`config.mk`:
```
export PLATFORM = sky130hd
export DESIGN_NAME = sha_msg_feeder
export DESIGN_NICKNAME = d
export VERILOG_FILES = /design/src/rtl/sha_pkg.sv /design/src/rtl/sha_msg_feeder.sv
export SDC_FILE = /design/constraint.sdc
export NUM_CORES = 1
export LEC_CHECK = 0
export BUFFER_PORTS_ARGS = -buffer_cell sky130_fd_sc_hd__buf_2
export CAP_MARGIN = 0
export CELL_PAD_IN_SITES_DETAIL_PLACEMENT = 1
export CELL_PAD_IN_SITES_GLOBAL_PLACEMENT = 1
export CORE_AREA = 4 4 410 412
export CTS_CLUSTER_SIZE = 40
export DETAILED_ROUTE_END_ITERATION = 7
export DIE_AREA = 0 0 414 416
export GPL_TIMING_DRIVEN = 0
export PLACE_DENSITY = 0.48
export SETUP_SLACK_MARGIN = 0.2
export SYNTH_ARGS = -nofsm -noshare
export SYNTH_HDL_FRONTEND = slang
export SYNTH_SLANG_ARGS = --single-unit
```
`constraint.sdc`:
```
create_clock -name clk -period 4.2 [get_ports clk]
set_input_delay 0.42 -clock clk [delete_from_list [all_inputs] [get_ports clk]]
set_output_delay 0.42 -clock clk [all_outputs]
set_load 0.02 [all_outputs]
```
`src/rtl/sha_pkg.sv`:
```
// Shared definitions for the SHA-256 single-block message feeder.
// Contents: FSM state enum, block/digest widths, pad marker byte, and the
// padding function that turns collected message bytes into a padded block.
package sha_pkg;

  localparam int SHA_BLOCK_BITS  = 512;
  localparam int SHA_DIGEST_BITS = 256;
  localparam logic [7:0] PAD_BYTE = 8'h80;

  typedef enum logic [2:0] {
    IDLE,
    COLLECT,
    DRAIN,
    PAD,
    START,
    WAIT,
    DONE
  } shaState_t;

  // Byte k lives at [511-8k -: 8]. Bytes below count are message data and
  // are kept; byte[count] gets the 0x80 marker; the rest up to byte 55 are
  // zeroed; the last 64 bits carry the message length in bits.
  function automatic logic [SHA_BLOCK_BITS-1:0] padBlock(
    input logic [SHA_BLOCK_BITS-1:0] blk,
    input logic [5:0]                count
  );
    logic [SHA_BLOCK_BITS-1:0] r;
    r = blk;
    for (int k = 0; k < 56; k++) begin
      if (k == int'(count))     r[SHA_BLOCK_BITS-1-8*k -: 8] = PAD_BYTE;
      else if (k > int'(count)) r[SHA_BLOCK_BITS-1-8*k -: 8] = 8'h00;
    end
    r[63:0] = {55'd0, count, 3'b000};
    return r;
  endfunction

endpackage

```
`src/rtl/sha_msg_feeder.sv`:
```
// Collects a byte stream into one SHA-256 block, pads it, starts the SHA
// core, waits (bounded) for completion and holds the digest until taken.
// Ports:
//   clk, n_rst                  clock, async active-low reset
//   byte_in/valid/last/ready    message byte stream (valid/ready handshake)
//   msg_empty                   in IDLE, request hash of a zero-length message
//   sha_msg                     padded block to the SHA core
//   begin_computation           one-cycle start strobe
//   enable_computation          core enable (START and WAIT)
//   computation_complete        core done, sampled only in WAIT
//   sha_output                  core digest, captured on completion
//   digest/digest_valid/ready   captured digest handshake
//   length_error                pulse: message longer than MAX_BYTES
//   timeout_error               pulse: core did not finish in time
module sha_msg_feeder import sha_pkg::*; #(
  parameter int MAX_BYTES      = 55,
  parameter int TIMEOUT_CYCLES = 100
) (
  input  logic                       clk,
  input  logic                       n_rst,
  input  logic [7:0]                 byte_in,
  input  logic                       byte_valid,
  input  logic                       byte_last,
  output logic                       byte_ready,
  input  logic                       msg_empty,
  output logic [SHA_BLOCK_BITS-1:0]  sha_msg,
  output logic                       begin_computation,
  output logic                       enable_computation,
  input  logic                       computation_complete,
  input  logic [SHA_DIGEST_BITS-1:0] sha_output,
  output logic [SHA_DIGEST_BITS-1:0] digest,
  output logic                       digest_valid,
  input  logic                       digest_ready,
  output logic                       length_error,
  output logic                       timeout_error
);

  localparam int TW = $clog2(TIMEOUT_CYCLES + 1);

  shaState_t   state;
  logic [5:0]  count;
  logic [TW-1:0] tcnt;
  logic        xfer;

  // Level outputs are straight decodes of the state register.
  assign byte_ready         = (state == IDLE) || (state == COLLECT) || (state == DRAIN);
  assign begin_computation  = (state == START);
  assign enable_computation = (state == START) || (state == WAIT);
  assign digest_valid       = (state == DONE);
  assign xfer               = byte_valid && byte_ready;

  always_ff @(posedge clk or negedge n_rst) begin
    if (!n_rst) begin
      state         <= IDLE;
      count         <= '0;
      tcnt          <= '0;
      sha_msg       <= '0;
      digest        <= '0;
      length_error  <= 1'b0;
      timeout_error <= 1'b0;
    end else begin
      length_error  <= 1'b0;
      timeout_error <= 1'b0;
      case (state)
        IDLE, COLLECT: begin
          if (xfer) begin
            if (int'(count) == MAX_BYTES) begin
              // Block is full; drop the rest. If this byte already ends the
              // message there is nothing left to drain.
              length_error <= 1'b1;
              if (byte_last) begin
                state   <= IDLE;
                sha_msg <= '0;
                count   <= '0;
              end else begin
                state <= DRAIN;
              end
            end else begin
              sha_msg[SHA_BLOCK_BITS-1-8*int'(count) -: 8] <= byte_in;
              count <= count + 6'd1;
              state <= byte_last ? PAD : COLLECT;
            end
          end else if (state == IDLE && msg_empty) begin
            count <= '0;
            state <= PAD;
          end
        end
        DRAIN: begin
          if (xfer && byte_last) begin
            state   <= IDLE;
            sha_msg <= '0;
            count   <= '0;
          end
        end
        PAD: begin
          sha_msg <= padBlock(sha_msg, count);
          state   <= START;
        end
        START: begin
          // tcnt counts cycles since START, so the timeout pulse lands
          // exactly TIMEOUT_CYCLES cycles after the start strobe.
          tcnt  <= TW'(1);
          state <= WAIT;
        end
        WAIT: begin
          // Completion wins over a timeout in the same cycle.
          if (computation_complete) begin
            digest <= sha_output;
            tcnt   <= '0;
            state  <= DONE;
          end else if (int'(tcnt) >= TIMEOUT_CYCLES - 1) begin
            timeout_error <= 1'b1;
            tcnt    <= '0;
            sha_msg <= '0;
            count   <= '0;
            state   <= IDLE;
          end else begin
            tcnt <= tcnt + TW'(1);
          end
        end
        DONE: begin
          if (digest_ready) begin
            sha_msg <= '0;
            count   <= '0;
            state   <= IDLE;
          end
        end
        default: state <= IDLE;
      endcase
    end
  end

endmodule

```
# Word-level counts from Yosys, hierarchy flattened
# Cells that the tools add are included.
# word_totals
register_bits	786
word_cells	472
# classes
n_addsub	4
order_cmp	56
eq_ne	127
n_shift	2
mux	148
reduce_logical	72
# op_table
cell	n
512-bit two-way mux	7
512-bit one-hot mux with 5 select lines	1
8-bit two-way mux	111
8-bit by 33-bit variable shift with 519-bit output (first input constant)	1
8-bit by 33-bit variable part select with 519-bit output	1
512-bit bitwise mux	1
8-bit AND reduction	56
6-bit == test (first input constant)	32
3-bit != test (second input constant)	57
6-bit greater-than comparator (first input constant)	24
5-bit by 6-bit == test with 1-bit output (first input constant)	16
5-bit by 6-bit greater-than comparator with 1-bit output (first input constant)	16
4-bit by 6-bit greater-than comparator with 1-bit output (first input constant)	8
6-bit two-way mux	8
10-bit negator with 33-bit output	1
4-bit by 6-bit == test with 1-bit output (first input constant)	4
3-bit by 6-bit greater-than comparator with 1-bit output (first input constant)	4
6-bit one-hot mux with 4 select lines	1
3-bit two-way mux	7
3-bit one-hot mux with 6 select lines	1
7-bit two-way mux	2
7-bit one-hot mux with 2 select lines	1
7-bit AND reduction	2
3-bit by 6-bit == test with 1-bit output (first input constant)	2
27 further kinds	45

# Logic depth before layout (Yosys ltp)
# logic_depth
depth_word	7
ltp_mapped	14
mapped_depth_nobuf	10

# Least setup slack after synthesis
# Ideal clock, no wire load.
# synth_timing
path_kind	reg2reg
from	register count[0]
to	register sha_msg[320]
setup_ns	0.147
arrival_time_ns	2.720
t_required_ns	4.053
slack_ns	1.333
path_stages_with_launch	13
path_buffers	2
period_less_slack_ns	2.867
path_cell_list	dfrtp_1 > ha_1 > clkbuf_1 > nand3_1 > inv_2 > ha_1 > nand2b_1 > a32oi_2 > o211ai_2 > buf_6 > nor4_4 > mux2i_1 > nor2_1
# synth_via
elab_chain_cells	7
elab_cells_between_ends	15
# synth_lines
item	line	text
from (decl)	sha_msg_feeder.sv:41	logic [5:0] count;
from (signal assigned)	sha_msg_feeder.sv:80	count <= count + 6'd1;
9-bit by 9-bit subtractor with 10-bit output	sha_msg_feeder.sv:79	sha_msg[SHA_BLOCK_BITS-1-8*int'(count) -: 8] <= byte_in;
10-bit negator with 33-bit output	sha_msg_feeder.sv:79	
8-bit by 33-bit variable part select with 519-bit output / 8-bit by 33-bit variable shift with 519-bit output (equally long branches)	sha_msg_feeder.sv:79	
512-bit bitwise mux	sha_msg_feeder.sv:79	
512-bit two-way mux	sha_msg_feeder.sv:67	if (int'(count) == MAX_BYTES) begin
512-bit two-way mux	sha_msg_feeder.sv:66	if (xfer) begin
512-bit one-hot mux with 5 select lines	sha_msg_feeder.sv:64	case (state)
to (signal, indexed assignment)	sha_msg_feeder.sv:79	
to (signal assigned)	sha_msg_feeder.sv:96	sha_msg <= padBlock(sha_msg, count);
to (decl)	sha_msg_feeder.sv:26	output logic [SHA_BLOCK_BITS-1:0] sha_msg,
# Several ways; a longest one is shown, not always the timed one. The select of a mux whose other input is x is not followed.
# A chain may end at the register's enable or synchronous reset.

# Worst setup path after layout
# layout_timing
from	register count[0]
to	register sha_msg[338]
# The elaborated chain is that of the path after synthesis.

==> reports/qor.yml <==
areaGrowthSynthToFinish_pct: 45.8
track_usage_pct: 23.1
syn_nets: 3080
status: "complete, but fails checks"
p_leak_nw: 23.0
hold_viol_final: 0
die_h_um: 416
path_clk_slew_ns: 0.07
clock.fmax_mhz: 251
ys_warn_count: 0
power_density_nw_per_um2: 689
rsz0062_at_grt: "true"
r2r_slack_ns: 0.21
worst_path_max_delay_cell: "dfrtp_1"
drc: 0
drv_cap: 1
tightestPinTransition_ns: 1.48
place.gp.congestion: 0.934
start_kind: "flip-flop"
via_per_inst: 4.64
critPathRequiredTime_ns: 4.77
hpwlAfterDp_um: 162000
ant_nets: 0
synth-seq-cells: 786
cp-end-kind: "flip-flop"
drive_above_1_share_pct: 37.8
hp-class: "in -> reg"
clock_sinks: 786
ir_worst_vdd_uv: 432
violations: "max-capacitance violations"
clk-insertion-delay-late_ns: 0.73
crit_arrival_ns: 4.57
crit_type: "reg -> reg"
ys_types: 70
first_pass_iters: 5
start_util_pct: 19.7
finalSetupViolations: 0
dpl_worst_slack_ns: -0.823
core.rowCount: 149
setup_tns_ns: 0
antenna_found_initial: 51
grt_max_degree: 112
core_um2: 164000
syn_inst: 2801
wl_per_cell_um: 31.7
die-area_um2: 172000
synthFlopType: "dfrtp_1"
clockBufferDepth: 3
fill_cells: 18800
hold_ws_ns: 0.0549
async_reset_ff_share_pct: 100
fp.dieW_um: 414
synth_edf_count: 0
ys_seq_area_share_pct: 60.6
overflow: 0
grt_pass1_wl_um: 281000
routed_wl_um: 206000
period_share_pct: 95.0
worst_path_largest_cell_delay_ns: 0.47
worst_slack_ns: 0.208
final_max_slew_viol_count: 0
dr.first_iter.drc_count: 2118
synth_area_um2: 32500
skew_ns: 0.0504
htreeDepth: 3
max-slew-margin-rel_pct: 0.542
period_minus_slack_ns: 3.99
crit_top_cell: "buf_2"
clockRootBuffer: "clkbuf_16"
cts-buffers-inserted: 99
portBuffers: 1040
nNetsFinal: 4495
final_util_pct: 28.8
syn_area_per_cell_um2: 11.6
route.vias.total: 30275
path_max_fanout: 10
grt_pass1_vias: 32455
io_pins: 1045
worstPathCellList: "ha_2 > clkbuf_2 > nand3_2 > inv_2 > ha_1 > nand2b_1 > a32oi_2 > o211a_2 > buf_2 > buf_2 > o21ai_2 > a32o_1"
cts_tree: "built"
-- where the power goes --
part	internal (mW)	switching, mW	leakage, nW
sequential	9.04	0.861	10.5
combinational	3.66	9.85	10.9
clock	5.43	3.77	1.68
-- through the flow --
| stage | total power, mW | cells | area [µm²] |
|---|---|---|---|
| finish | 32.6 | 6519 | 47300 |
| global route | 33.9 | 6502 | 47300 |
| CTS | 32.7 | 6485 | 47000 |
| detailed placement | 22.8 | 6041 | 40700 |
| global placement | 22.7 | 6030 | 40400 |
| floorplan | 16.3 | 2801 | 32500 |
-- cells in the mapped netlist, types with 32 or more instances --
cell type  count  share of area, %
nor2_1       273               3.2
o22a_1       114               3.1
inv_1         33              0.38
nand2_1      285               3.3
a22o_1        48               1.3
dfrtp_1      786                61
a2bb2oi_1     32              0.86
clkbuf_1     112               1.3
mux2_2       256               8.9
nand3_1       96               1.5
o21ai_0      147               2.3
mux2i_1       86               2.7
a21oi_1      176               2.7
-- state kept, by name, summed over array words and instances, names as in the netlist --
signal,flops
sha_msg,512
digest,256
tcnt,7
count,6
state,3
length_error,1
timeout_error,1
-- timing repair --
| item | CTS | global route |
|---|---|---|
| pin swaps | 4 | 1 |
| resized for setup | 68 | 42 |
| setup buffers | 6 | 2 |
| hold buffers | 255 | 0 |
| endpoints found under the setup margin | 502 | 339 |
| endpoints found under the hold margin | 373 | 0 |
-- final cells by class --
class,instances,area [µm²],area share (%)
timing repair buffer,1314,8140,17.2
antenna,32,80.1,0.169
sequential,786,19700,41.6
clock buffer,147,2910,6.15
multi-input combinational,1825,12400,26.2
clock inverter,36,534,1.13
buffer,156,691,1.46
tap,2189,2740,5.79
inverter,34,128,0.270
-- final timing paths --
path,start,cells after the start,endpoint
setup / recovery,count[0],12,sha_msg[338]
hold / removal,sha_output[88],2,digest[88]
min in group asynchronous,n_rst,2,sha_msg[17]
max in group asynchronous,n_rst,5,sha_msg[450]
hold reg to reg,sha_msg[506],2,sha_msg[506]
setup reg to reg,count[0],12,sha_msg[338]
-- critical path: cells and delay by family, from the launching register on --
family	cells	cell delay, ns
adders and majority gates	2	0.51
buffers and inverters	4	1.22
AOI/OAI and AO/OA	4	1.24
and+or+nand+nor	2	0.40
DFF	1	0.47
-- cells in the final DEF, fill, tap and decap left out, types with 48 or more instances in the layout --
cell type | Yosys | final
clkbuf_1 | 112 | 126
o22a_1 | 114 | 114
dfrtp_1 | 786 | 786
clkbuf_16 | 0 | 101
nand3_1 | 96 | 90
nor2_1 | 273 | 244
mux2_2 | 256 | 256
mux2i_1 | 86 | 86
a22o_1 | 48 | 48
a21oi_1 | 176 | 170
dlygate4sd3_1 | 0 | 255
nand2_1 | 285 | 282
buf_2 | 28 | 1062
o21ai_0 | 147 | 146
-- layer usage --
layer,share of wire (%),vias up,global-route usage [%]
met4,5.1,0,9.68
met2,52,1245,42.2
li1,-,12864,-
met5,0,-,0
met1,35,15787,24.5
met3,7.7,379,7.37
-- kinds of logic (layout without fill, tap and decap cells) --
| group | after synthesis | in the layout | synth area share, % |
|---|---|---|---|
| other | 0 | 32 | 0 |
| buffers and inverters | 190 | 1687 | 2.41 |
| AOI/OAI and AO/OA | 657 | 657 | 13.6 |
| adders and majority gates | 8 | 8 | 0.308 |
| and+or+nand+nor | 818 | 818 | 11.5 |
| muxes | 342 | 342 | 11.5 |
| DFF | 786 | 786 | 60.6 |
Power figures use the tool's default switching activity.
